$ cat config.mk
export PLATFORM = sky130hd
export DESIGN_NAME = booth_divider
export DESIGN_NICKNAME = d
export VERILOG_FILES = /design/src/rtl/booth_divider_pkg.sv /design/src/rtl/booth_divider_div_step.sv /design/src/rtl/booth_divider.sv
export SDC_FILE = /design/constraint.sdc
export NUM_CORES = 1
export LEC_CHECK = 0
export BUFFER_PORTS_ARGS = -buffer_cell sky130_fd_sc_hd__buf_2
export CORE_ASPECT_RATIO = 0.8
export CORE_MARGIN = 5
export CORE_UTILIZATION = 47
export DETAILED_ROUTE_END_ITERATION = 7
export PLACE_DENSITY_LB_ADDON = 0.2
export SLEW_MARGIN = 20
export SYNTH_ARGS = -nofsm -noshare
export SYNTH_HDL_FRONTEND = slang
export SYNTH_SLANG_ARGS = --single-unit
$ cat constraint.sdc
create_clock -name clk_i -period 2.4 [get_ports clk_i]
set_clock_uncertainty 0.1 [all_clocks]
set_input_delay 0.36 -clock clk_i [delete_from_list [all_inputs] [get_ports clk_i]]
set_output_delay 0.36 -clock clk_i [all_outputs]
set_load 0.1 [all_outputs]
$ cat src/rtl/booth_divider_pkg.sv
// Shared definitions for the booth_divider: FSM states, default widths and
// quotient saturation constants.
package booth_div_pkg;

   localparam int WIDTH = 8;
   localparam int STEPS = 2 * WIDTH;
   localparam int CNT_W = $clog2(STEPS);

   localparam logic [WIDTH-1:0] QMAX = {1'b0, {(WIDTH-1){1'b1}}};
   localparam logic [WIDTH-1:0] QMIN = {1'b1, {(WIDTH-1){1'b0}}};

   typedef enum logic [1:0] {
      IDLE  = 2'd0,
      CALC  = 2'd1,
      FINAL = 2'd2
   } state_e;

endpackage

$ cat src/rtl/booth_divider_div_step.sv
// One restoring-division iteration: shift in a dividend bit, trial-subtract
// the divisor magnitude, keep the difference when it is non-negative.
module div_step
   import booth_div_pkg::*;
(
   input  logic [WIDTH:0]   rem_i,
   input  logic             bit_i,
   input  logic [WIDTH-1:0] dvs_i,
   output logic [WIDTH:0]   rem_o,
   output logic             q_bit_o
);

   logic [WIDTH:0]   shifted;
   logic [WIDTH+1:0] diff;

   // rem_i < |divisor| <= 2^(WIDTH-1), so the top bit of rem_i is always
   // clear and the shift never loses information.
   assign shifted = {rem_i[WIDTH-1:0], bit_i};
   assign diff    = {1'b0, shifted} - {2'b00, dvs_i};
   assign q_bit_o = ~diff[WIDTH+1];
   assign rem_o   = q_bit_o ? diff[WIDTH:0] : shifted;

endmodule

$ cat src/rtl/booth_divider.sv
// Sequential signed divider: 2*WIDTH-bit dividend by WIDTH-bit divisor,
// quotient truncated toward zero, saturated with an overflow flag.
module booth_divider
   import booth_div_pkg::*;
(
   input  logic               clk_i,
   input  logic               rst_i,
   input  logic               start_i,
   input  logic [STEPS-1:0]   dividend_i,
   input  logic [WIDTH-1:0]   divisor_i,
   output logic               busy_o,
   output logic               done_o,
   output logic [WIDTH-1:0]   quotient_o,
   output logic [WIDTH-1:0]   remainder_o,
   output logic               overflow_o,
   output logic               div_by_zero_o,
   output logic [1:0]         state_o
);

   state_e           state_q;
   logic [CNT_W-1:0] cnt_q;
   logic [STEPS-1:0] dvd_q;
   logic [WIDTH-1:0] dvs_q;
   logic [WIDTH:0]   rem_q;
   logic [WIDTH-1:0] dvd_lo_q;
   logic             qneg_q;
   logic             rneg_q;
   logic             zero_q;
   logic             busy_q;
   logic             done_q;
   logic [WIDTH-1:0] quot_q;
   logic [WIDTH-1:0] remout_q;
   logic             ovf_q;
   logic             dbz_q;

   logic [STEPS-1:0] dvd_abs;
   logic [WIDTH-1:0] dvs_abs;
   logic [WIDTH:0]   step_rem;
   logic             step_q;
   logic             q_fits;
   logic [WIDTH-1:0] q_signed;
   logic [WIDTH-1:0] r_signed;

   assign dvd_abs = dividend_i[STEPS-1] ? -dividend_i : dividend_i;
   assign dvs_abs = divisor_i[WIDTH-1]  ? -divisor_i  : divisor_i;

   div_step u_step (
      .rem_i   (rem_q),
      .bit_i   (dvd_q[STEPS-1]),
      .dvs_i   (dvs_q),
      .rem_o   (step_rem),
      .q_bit_o (step_q)
   );

   // dvd_q shifts the dividend magnitude out at the top while quotient bits
   // enter at the bottom, so after STEPS steps it holds |quotient|.
   assign q_fits   = qneg_q ? (dvd_q <= {{WIDTH{1'b0}}, QMIN})
                            : (dvd_q <= {{WIDTH{1'b0}}, QMAX});
   assign q_signed = qneg_q ? -dvd_q[WIDTH-1:0] : dvd_q[WIDTH-1:0];
   assign r_signed = rneg_q ? -rem_q[WIDTH-1:0] : rem_q[WIDTH-1:0];

   always_ff @(posedge clk_i) begin
      if (rst_i) begin
         state_q  <= IDLE;
         cnt_q    <= '0;
         dvd_q    <= '0;
         dvs_q    <= '0;
         rem_q    <= '0;
         dvd_lo_q <= '0;
         qneg_q   <= 1'b0;
         rneg_q   <= 1'b0;
         zero_q   <= 1'b0;
         busy_q   <= 1'b0;
         done_q   <= 1'b0;
         quot_q   <= '0;
         remout_q <= '0;
         ovf_q    <= 1'b0;
         dbz_q    <= 1'b0;
      end else begin
         done_q <= 1'b0;
         case (state_q)
            IDLE: begin
               if (start_i) begin
                  dvd_q    <= dvd_abs;
                  dvs_q    <= dvs_abs;
                  dvd_lo_q <= dividend_i[WIDTH-1:0];
                  qneg_q   <= dividend_i[STEPS-1] ^ divisor_i[WIDTH-1];
                  rneg_q   <= dividend_i[STEPS-1];
                  zero_q   <= (divisor_i == '0);
                  cnt_q    <= '0;
                  rem_q    <= '0;
                  busy_q   <= 1'b1;
                  state_q  <= (divisor_i == '0) ? FINAL : CALC;
               end
            end
            CALC: begin
               rem_q <= step_rem;
               dvd_q <= {dvd_q[STEPS-2:0], step_q};
               cnt_q <= cnt_q + 1'b1;
               if (cnt_q == CNT_W'(STEPS - 1)) begin
                  state_q <= FINAL;
               end
            end
            FINAL: begin
               busy_q  <= 1'b0;
               done_q  <= 1'b1;
               state_q <= IDLE;
               if (zero_q) begin
                  quot_q   <= '0;
                  remout_q <= dvd_lo_q;
                  ovf_q    <= 1'b0;
                  dbz_q    <= 1'b1;
               end else if (!q_fits) begin
                  quot_q   <= qneg_q ? QMIN : QMAX;
                  remout_q <= '0;
                  ovf_q    <= 1'b1;
                  dbz_q    <= 1'b0;
               end else begin
                  quot_q   <= q_signed;
                  remout_q <= r_signed;
                  ovf_q    <= 1'b0;
                  dbz_q    <= 1'b0;
               end
            end
            default: begin
               state_q <= IDLE;
               busy_q  <= 1'b0;
            end
         endcase
      end
   end

   assign busy_o        = busy_q;
   assign done_o        = done_q;
   assign quotient_o    = quot_q;
   assign remainder_o   = remout_q;
   assign overflow_o    = ovf_q;
   assign div_by_zero_o = dbz_q;
   assign state_o       = state_q;

endmodule
Yosys cells after proc, flatten, opt, wreduce, memory -nomap -nowiden. Index checks and enable logic that the tools add are counted.

Register bits: 69. Bits in latches: 0. Memory bits (writable): 0. ROM bits: 0. Input bits: 27. Output and inout port bits: 22. Memories kept: 0.

Add/subtract/negate cells: 6. $mul: 0. Div/mod/pow operators: 0. $lt $le $gt $ge: 2. Equality and inequality tests: 5. Shift-type cells: 0. Muxes and demuxes: 27. Bitwise logic cells: 3. Reduce and logical (&&, ||, !) cells: 7.

Operators by type and width (number): $mux 8 (10); $mux 16 (2); $pmux 16 s2 (1); $neg 8->8 (3); $le 16x7->1 const B (1); $le 16x8->1 const B (1); $neg 16->16 (1); $pmux 8 s2 (1); $sub 9x8->10 (1); $logic_not 8->1 (1); $pmux 4 s2 (1); $reduce_and 2->1 (4); $mux 1 (6); $mux 2 (3); $add 4x1->4 const B (1); $eq 4x4->1 const B (1); $mux 4 (1); $ne 2x2->1 const B (2); $pmux 2 s2 (1); $eq 2x1->1 const B (1); $eq 2x2->1 const B (1); $logic_not 2->1 (1); $not 1->1 (2); $pmux 1 s2 (1); 2 further kinds (2).

Depth between registers and ports, before layout. Gate-level depths: netlist (run 1).

Word-level depth: 4. Depth in mapped cells: 9.

Modules after synthesis. From an unflattened synthesis (run 1), not the netlist that was laid out.

Cell total of the unflattened synthesis: 528. Area, all modules: 4219.0 µm².

By module, submodules not included: booth_divider (times used 1, cells each 461, area each 3712.3 µm²); div_step (times used 1, cells each 67, area each 506.7 µm²).

Worst setup path before layout (run 1). No wires, ideal clock.

Kind: register -> register. Start point: reg state_q[1], in the netlist state_o[1]. End point: reg quot_q[6], in the netlist quotient_o[6]. Library setup time: 0.062 ns. Data arrival time: 2.191 ns. Data required time: 2.238 ns. Path slack: 0.046 ns. Stages on the path, launching flop included: 6. Buffers on the path: 1. Cells stage by stage: dfxtp_1 clkbuf_1 nand2b_1 or3_1 a21oi_1 a22o_1.

Word-level cells in the longest chain between the ends: 1.

RTL lines: from (decl) (RTL line booth_divider.sv:20) `state_e state_q;`; from (signal assigned) (RTL line booth_divider.sv:93) `state_q <= (divisor_i == '0) ? FINAL : CALC;`; $eq 2x2->1 (RTL line booth_divider.sv:81) `case (state_q)`; to (signal assigned) (RTL line booth_divider.sv:114) `quot_q <= qneg_q ? QMIN : QMAX;`; to (signal assigned) (RTL line booth_divider.sv:119) `quot_q <= q_signed;`; to (decl) (RTL line booth_divider.sv:31) `logic [WIDTH-1:0] quot_q;`.

No other way between the ends. A chain may end at the register's enable or synchronous reset.

Final worst setup path (run 1).
Start point: reg dvs_q[4]. End point: reg rem_q[3].

Word-level cells in the longest chain between the ends: 3.

RTL lines: from (decl) (RTL line booth_divider.sv:23) `logic [WIDTH-1:0] dvs_q;`; from (signal assigned) (RTL line booth_divider.sv:85) `dvs_q <= dvs_abs;`; $sub 9x8->10 (RTL line booth_divider_div_step.sv:19) `assign diff = {1'b0, shifted} - {2'b00, dvs_i};`; $mux 8 (RTL line booth_divider_div_step.sv:21) `assign rem_o = q_bit_o ? diff[WIDTH:0] : shifted;`; $pmux 8 s2 (RTL line booth_divider.sv:81); to (signal assigned) (RTL line booth_divider.sv:97) `rem_q <= step_rem;`; to (decl) (RTL line booth_divider.sv:24) `logic [WIDTH:0] rem_q;`.

No other way between the ends.

==> metrics, run 1 <==
Hold Path Depth 3; site row count 29; CTS tree yes; Cells after Synth 464; pwr/cell area around 740 nW/µm²; RSZ-0062 raised after global routing no; post-cts resize count 0; prevailing post-synth register cell dfxtp_1; via/cell ratio 5.68; WP depth 7; Clk network pwr share between 30% and 40%; Slowest cell on crit path o311a_1; outcome finished clean; Area growth syn-to-layout 16.7%; Max Clock Freq 454 MHz; Setup CP Type reg2reg; WP data required 2.52 ns; critical path cell sequence inv_1, ha_1, a21oi_1, a2bb2oi_1, o311a_1, mux2i_1, o21ai_0; Antenna Cells 0; Max-Cap Viols 0; Clk pin slew, worst setup/hold paths 0.07 ns; commonest cells in the netlist dfxtp_1, nand2_1, nor2_1, a21oi_1, clkbuf_1; vias in the first global route 3403; DR WL/cell about 15 µm; largest net degree at the start of global routing 60; Antenna Nets Post-Route 0; fin crit share 91.8%; Net Sw Frac a little under a third; synthesized area around 3800 µm²; min-delay worst type in2reg; Starting Density 48.2%; ys async rst share 0%; Seq/Total Area, Yosys 36.1%; critical path's largest stage delay 0.50 ns; worst vdd ir 414 µV; met2 Use GR 29.5%; FF-to-FF setup slack 0.20 ns; # setup viols final 0; Place WS 0.214 ns; setup bufs post-CTS 0; combinational power share 25.6%; YS warnings 0; syn nets 505; worst path buffer plus inverter count 1; I/O Buffers 48; Remaining Overflow, GRT 0; flops & latches, synth roughly 70; share of cells above drive strength 1 16.9%; Hold Buf Count CTS 0; final-report hold violation count 0; die height 90.7 µm; Slew headroom 54.8%; CP delay by family, top compound AO/OA/AOI/OAI gates; clock root buffer clkbuf_8; first-pass GRT wire length approximately 16000 µm; first-pass iteration count of the detailed router 5; # clock sinks 69; Syn Area/Cell 8.25 µm²; Lkg Pwr about 1.9 nW; H-tree levels 3; Worst Hold Slack 0.216 ns; gpl congestion between 0.8 and 0.9; DP Wirelength 6900 µm; global routing usage on met1 26.7%; initial antenna violation count 0; reg2reg end rem_q[3]; number of flops mapped to enable cells by yosys 0; DRC 0; Top Usage Layer GRT met2; io pins a little under 50; Num CTS Buffers 9; Worst setup EP type flop; fin area 4470 µm²; Placeable Area 7950 µm²; Pins Over Slew Limit 0; DRT iter0 DRCs between 200 and 300; All-Layer GR Usage 19.2%; met3 usage ~5%; worst-skew pair later-pin latency 0.34 ns; sequential share of power 39.0%; final setup slack of the worst path 0.197 ns; share of the synthesized area in the top cell type 36.1%; crit path max fanout 10; WL final between 9000 and 10000 µm; Crit. Startpoint dvs_q[4]; Max clock buf depth 2; NumNets Final 551; Area contributors post-synth dfxtp_1, nand2_1, a21oi_1; r2r worst-path depth 7; Critical Path Sink rem_q[3]; Slew @ Worst Pin 0.676 ns; sw power around 0.0011 W; setup TNS 0 ns; minimum clock period 2.20 ns; count leader, synth dfxtp_1; Worst Setup Start Kind flop; via count 3539; r2r startpoint dvs_q[4]; Post-DP Area 4220 µm²; Distinct cells, synth 58; die area just over 10000 µm²; Worst Path Arrival 2.33 ns; Yosys top cell by area dfxtp_1; die width 111 µm; Internal Pwr Total 0.00227 W; Util after Layout 56.2%
-- tightest hold or removal path, cell delays in order --
cell and delay [ns]:
buf_2 0.12, nand2_1 0.06, a21oi_1 0.06
-- power by group through the flow --
| stage | sequential (W) | combinational (W) | clock (W) |
|---|---|---|---|
| 2_1_floorplan | 0.00139 | 0.000562 | 0 |
| 3_3_place_gp | 0.00132 | 0.000830 | 0 |
| 4_1_cts | 0.00129 | 0.000847 | 0.00120 |
| 6_report | 0.00129 | 0.000850 | 0.00118 |
| 5_1_grt | 0.00131 | 0.000941 | 0.00125 |
| 3_5_place_dp | 0.00132 | 0.000842 | 0 |
-- sequential cells by signal, summed over array words and instances (netlist names) --
register,flops
done_o,1
rneg_q,1
div_by_zero_o,1
dvd_q,16
state_o,2
quotient_o,8
overflow_o,1
dvd_lo_q,8
remainder_o,8
dvs_q,8
rem_q,8
busy_o,1
cnt_q,4
zero_q,1
qneg_q,1
-- cells in the final DEF, fill, tap and decap left out, drive strengths merged, types with 5 or more instances in the layout --
cell / count
and3: 9
nand3: 5
a22o: 8
nand2: 51
a22oi: 7
dfxtp: 69
a21oi: 36
o22ai: 13
nor3: 7
nand2b: 8
mux2i: 8
inv: 23
nor2: 43
o31ai: 7
xor2: 19
ha: 13
o21ai: 16
o41ai: 5
xnor2: 11
nor4: 8
clkbuf: 11
nor2b: 7
a222oi: 7
buf: 62
a211oi: 8
-- cell type report --
type	instances	area [µm²]
fillers	764	3480
flip-flops and latches	69	1380
clock buffers	11	141
clock inverters	5	106
well taps	108	135
repair buffers	62	358
inverters	22	82.6
multi-input cells	346	2260
-- how the worst min path moves through the flow --
stage / slack [ns] / start / end
final: 0.22 / dividend_i[1] / dvd_lo_q[1]
after global routing: 0.21 / dividend_i[7] / dvd_lo_q[7]
after CTS: 0.20 / dividend_i[1] / dvd_lo_q[1]
after detailed placement: 0.34 / overflow_o / overflow_o
after global placement: 0.33 / overflow_o / overflow_o
after floorplan: 0.33 / dvd_lo_q[0] / dvd_lo_q[0]
-- kinds of logic after synthesis --
| group | count (synthesis) | synth area share [%] |
|---|---|---|
| AND/OR/NAND/NOR | 159 | 20.6 |
| AO/OA/AOI/OAI | 135 | 24.6 |
| multiplexers | 8 | 2.09 |
| flip-flops | 69 | 36.1 |
| adder cells (fa/ha/maj) | 14 | 4.77 |
| buffers and inverters | 49 | 4.97 |
| XOR/XNOR | 30 | 6.86 |
-- through the flow --
stage                     total power [W]  instances
after floorplan                   0.00195        464
after global placement            0.00215        607
after detailed placement          0.00216        607
after CTS                         0.00334        623
after global routing              0.00350        623
final                             0.00332        623
-- routing by layer --
layer  routed length (µm)  vias to the layer above
li1                     -                     1779
met1                 4520                     1647
met2                 4150                      103
met3                  562                       10
met4                   80                        0
met5                    0                        -
No activity file was read; power rests on OpenSTA's default activity.
==> inputs of run 2 (changes only) <==
==> constraint.sdc (replaced) <==
create_clock -name clk_i -period 1.8 [get_ports clk_i]
set_clock_uncertainty 0.1 [all_clocks]
set_input_delay 0.27 -clock clk_i [delete_from_list [all_inputs] [get_ports clk_i]]
set_output_delay 0.27 -clock clk_i [all_outputs]
set_load 0.1 [all_outputs]
==> run 2 against run 1 <==
  * The run now ends with setup timing left
  * Final cell count up 11%
  * Die area unchanged
  * Routed wire length grew 19%
  * Critical path type unchanged
  * Largest cell class unchanged
==> metrics, run 2 (synthesis gave the netlist of run 1 again) <==
DP Wirelength between 7000 and 8000 µm; largest net degree at the start of global routing 40; worst path buffer plus inverter count 3; die height slightly above 90 µm; io pins 49; Hold Buf Count CTS 0; Reg with most FFs dvd_q; Setup CP Type reg2reg; Num CTS Buffers 9; min-delay worst type in2reg; fin cells 690; Max-Cap Viols 0; via/cell ratio 5.68; worst vdd ir about 490 µV; first-pass GRT wire length 18100 µm; Antenna Nets Post-Route 0; critical path's largest stage delay 0.37 ns; Starting Density 48.2%; CTS tree yes; Worst Hold Slack 0.0711 ns; failing checks setup timing; minimum clock period 1.96 ns; Clk network pwr share 29.5%; initial antenna violation count 0; H-tree levels 3; Internal Pwr Total 0.00318 W; Pins Over Slew Limit 0; Slew @ Worst Pin approximately 0.52 ns; RSZ-0062 raised after global routing yes; gpl congestion 0.886; Net Sw Frac 34.0%; outcome finished, violations left; WP depth 8; CP delay by family, top compound AO/OA/AOI/OAI gates; r2r worst-path depth 8; Antenna Cells 0; Hold Path Depth 3; Lkg Pwr 2.24 nW; DR WL/cell 16.1 µm; worst-skew pair later-pin latency approximately 0.36 ns; # clock sinks 69; WL final roughly 11000 µm; Slew headroom 65.3%; DRC 0; most frequent cells in the layout buf_4, nand2_1, dfxtp_1; clock root buffer clkbuf_8; Remaining Overflow, GRT 0; die width 111 µm; Largest register FFs 16; first-pass iteration count of the detailed router 5; critical path cell sequence inv_2, ha_4, buf_6, o211ai_1, buf_4, o311a_4, mux2i_2, o21ai_1; Area growth syn-to-layout 38.6%; Tot Pwr 0.00483 W; die area ~10000 µm²; # setup viols final 8; final-report hold violation count 0; sw power around 0.0016 W; fin crit share 109%; All-Layer GR Usage 21.7%; NumNets Final 618; DRT iter0 DRCs 225; Placed Cells 664; final setup slack of the worst path -0.164 ns; site row count 29; Max clock buf depth 2; pwr/cell area 910 nW/µm²; vias in the first global route ~3.7k; sequential share of power a little over a third; Worst Path Arrival roughly 2.1 ns; WP data required 1.94 ns; Max Clock Freq 509 MHz; via count about 4k; Placeable Area 7950 µm²; Worst setup EP type flop; share of cells above drive strength 1 37.5%; Slowest cell on crit path o311a_4; Place WS -0.330 ns; I/O Buffers 48; Clk pin slew, worst setup/hold paths 0.07 ns; Worst Setup Start Kind flop; commonest non-fill, non-tap cell in the layout buf_4; crit path max fanout 5; combinational power share 34.7%
[run 2: metrics by stage]
step | utilization, % | area [µm²] | setup TNS (ns)
2_1_floorplan | - | 3960 | -0.162
3_3_place_gp | 59.8 | 4760 | -2.44
3_5_place_dp | 59.8 | 4760 | -3.53
4_1_cts | 64.7 | 5140 | -0.344
5_1_grt | 66.7 | 5300 | -1.51
6_report | 66.7 | 5300 | -0.956
[run 2: worst min-delay path: stages]
cell	delay, ns
buf_2	0.12
nand2_1	0.05
a21oi_1	0.05
[run 2: layout make-up]
| cell class | instances | area [µm²] |
|---|---|---|
| Tap cell | 108 | 135 |
| Sequential cell | 69 | 1420 |
| Clock buffer | 9 | 124 |
| Clock inverter | 7 | 98.8 |
| Timing Repair Buffer | 128 | 865 |
| Multi-Input combinational cell | 347 | 2580 |
| Fill cell | 653 | 2640 |
| Inverter | 22 | 82.6 |
[run 2: power by group through the flow]
| stage | logic (W) | clock network [W] | registers, W |
|---|---|---|---|
| 2_1_floorplan | 0.000812 | 0 | 0.00186 |
| 6_report | 0.00168 | 0.00142 | 0.00173 |
| 3_5_place_dp | 0.00138 | 0 | 0.00175 |
| 5_1_grt | 0.00180 | 0.00152 | 0.00174 |
| 3_3_place_gp | 0.00135 | 0 | 0.00174 |
| 4_1_cts | 0.00151 | 0.00145 | 0.00172 |
[run 2: final timing paths]
path,startpoint,to,slack [ns]
worst max-delay path,dvs_q[6],rem_q[4],-0.16
worst min-delay path,divisor_i[0],dvs_q[0],0.07
worst max register to register,dvs_q[6],rem_q[4],-0.16
worst min register to register,overflow_o,overflow_o,0.35
[run 2: layer usage]
metal	global-route usage [%]	vias up	routed length (µm)
li1	-	1928	-
met1	30.3	1846	5260
met2	32.8	128	4960
met3	5.09	20	679
met4	7.08	0	216
met5	0	-	0
[run 2: repair_timing]
| item | 4_1_cts | 5_1_grt |
|---|---|---|
| cloned | 1 | 0 |
| setup endpoints to repair | 19 | 26 |
| buffers inserted | 3 | 6 |
| resized for setup | 27 | 34 |
| pin swaps | 8 | 13 |
==> inputs of run 3 (changes only) <==
--- a/config.mk
+++ b/config.mk
@@ -5,13 +5,15 @@
 export SDC_FILE = /design/constraint.sdc
 export NUM_CORES = 1
 export LEC_CHECK = 0
+export ABC_CLOCK_PERIOD_IN_PS = 1800
 export BUFFER_PORTS_ARGS = -buffer_cell sky130_fd_sc_hd__buf_2
 export CORE_ASPECT_RATIO = 0.8
-export CORE_MARGIN = 5
+export CORE_MARGIN = 2
 export CORE_UTILIZATION = 47
 export DETAILED_ROUTE_END_ITERATION = 7
 export PLACE_DENSITY_LB_ADDON = 0.2
 export SLEW_MARGIN = 20
 export SYNTH_ARGS = -nofsm -noshare
 export SYNTH_HDL_FRONTEND = slang
+export SYNTH_HIERARCHICAL = 1
 export SYNTH_SLANG_ARGS = --single-unit
==> run 3 against run 2 <==
  * The run still ends with setup timing left
  * Core utilization increased by 2.9 points
  * Setup slack got worse by 0.23 ns
  * First-iteration DRC count is 29% higher
  * Synthesized cell count increased by 12%
  * Critical path depth increased by 2
  * Via count is 12% higher
  * Die area decreased by 4.6%
  * Final area increased by 12%
  * Routed wire length up 15%
  * Highest routed layer unchanged
==> metrics, run 3 <==
outcome finished, violations left; failing checks setup timing; # setup viols final 23; Pins Over Slew Limit 0; Placeable Area between 8000 and 9000 µm²; RSZ-0062 raised after global routing yes; All-Layer GR Usage 26.6%; site row count 30; combinational power share 49.4%; Max Clock Freq about 460 MHz; Clk network pwr share 20.0%; DRT iter0 DRCs 290; Cells after Synth 518; Lkg Pwr approximately 2.4 nW; syn nets 559; WP data required 1.92 ns; io pins 49; die height around 90 µm; synthesized area 4150 µm²; Area growth syn-to-layout 43.0%; pwr/cell area 1020 nW/µm²; final setup slack of the worst path -0.394 ns; final-report hold violation count 0; minimum clock period 2.19 ns; Tot Pwr 0.00604 W; Internal Pwr Total 0.00372 W; critical path's largest stage delay between 0.3 and 0.4 ns; Setup CP Type reg2reg; initial antenna violation count 0; # clock sinks 69; r2r worst-path depth 10; WL final 12800 µm; Largest register FFs 16; I/O Buffers 48; Slowest cell on crit path dfxtp_2; Slew headroom 67.7%; sequential share of power 30.6%; Antenna Nets Post-Route 0; fin crit share 122%; Hold Path Depth 2; first-pass iteration count of the detailed router 6; most frequent cells in the layout buf_4, dfxtp_1, nand2_1; worst vdd ir approximately 600 µV; Remaining Overflow, GRT 0; Slew @ Worst Pin 0.488 ns; DR WL/cell 16.7 µm; Syn Area/Cell 8.01 µm²; Hold Buf Count CTS 0; gpl congestion roughly 0.9; via count 4394; FF-to-FF setup slack -0.39 ns; Place WS -0.403 ns; Max clock buf depth 2; first-pass GRT wire length ~20000 µm; Clk pin slew, worst setup/hold paths 0.08 ns; vias in the first global route 4118; crit path max fanout 6; via/cell ratio 5.75; Max-Cap Viols 0; Num CTS Buffers 9; die area around 9600 µm²; sw power 0.00231 W; Starting Density 48.7%; Worst setup EP type flop; Antenna Cells 0; H-tree levels 3; clock root buffer clkbuf_8; die width between 100 and 150 µm; commonest non-fill, non-tap cell in the layout buf_4; NumNets Final 688; Net Sw Frac 38.3%; Worst Setup Start Kind flop; Reg with most FFs dvd_q; DRC 0; CTS tree yes; YS warnings 6; Worst Path Arrival ~2.3 ns; share of cells above drive strength 1 between 40 and 50%; min-delay worst type in2reg; DP Wirelength ~9000 µm; worst-skew pair later-pin latency 0.34 ns; critical path cell sequence inv_2, ha_4, nor2b_4, o2111ai_4, nand2_2, a41oi_4, buf_12, mux2_4, a22oi_2, nor2_1; largest net degree at the start of global routing 26
-- run 3: cell count changes in the layout (fill, tap and decap cells not counted), moves of 8 or more --
cell     delta
buf_4      +14
o21ai_0     +9
buf_6       +8
o22ai_1    -10
a22o_1      -8
nor2_1     +10
-- run 3: routing by layer --
| metal | wire length [µm] | global-route usage [%] |
|---|---|---|
| met1 | 5740 | 36.1 |
| met2 | 5800 | 43.0 |
| met3 | 900 | 4.99 |
| met4 | 331 | 8.74 |
| met5 | 0 | 0 |
-- run 3: layout make-up --
class / instances / area [µm²]
Sequential cell: 69 / 1400
Inverter: 29 / 116
Clock buffer: 14 / 174
Fill cell: 656 / 2590
Clock inverter: 2 / 16.3
Tap cell: 112 / 140
Multi-Input combinational cell: 386 / 2980
Timing Repair Buffer: 152 / 1100
-- run 3: timing repair --
action	in CTS	in global routing
gates resized for setup	52	29
pin swaps	34	27
buffers inserted	7	3
setup endpoints to repair	26	28
-- run 3: path summary, 6_finish.rpt --
kind                       from       endpoint
hold / removal            rst_i         done_o
hold reg to reg   quotient_o[5]  quotient_o[5]
setup reg to reg       dvs_q[1]       rem_q[5]
setup / recovery       dvs_q[1]       rem_q[5]
-- run 3: per-stage QoR --
step | cell area, µm² | std cells | TNS (ns) | hold WS, ns | utilization [%]
after global placement | 5280 | 738 | -6.18 | 0.339 | 62.0
after floorplan | 4340 | 518 | -2.32 | 0.306 | -
after CTS | 5790 | 761 | -2.77 | 0.127 | 68.0
after global routing | 5930 | 764 | -4.89 | 0.151 | 69.6
final | 5930 | 764 | -3.40 | 0.141 | 69.6
after detailed placement | 5280 | 738 | -7.40 | 0.345 | 62.0
-- run 3: power by group through the flow --
stage / clock network [W] / registers, W / logic [W]
2_1_floorplan: 0 / 0.00206 / 0.00141
3_3_place_gp: 0 / 0.00185 / 0.00233
3_5_place_dp: 0 / 0.00186 / 0.00238
4_1_cts: 0.00122 / 0.00183 / 0.00277
5_1_grt: 0.00129 / 0.00186 / 0.00317
6_report: 0.00121 / 0.00184 / 0.00298
-- run 3: worst max-delay path, delay by kind of cell (launching register included) --
kind / cells / cell delay, ns
compound gates: 3 / 0.58
fa+ha+maj: 1 / 0.23
buf+inv: 2 / 0.20
flops: 1 / 0.34
mux: 1 / 0.30
simple gates: 3 / 0.32
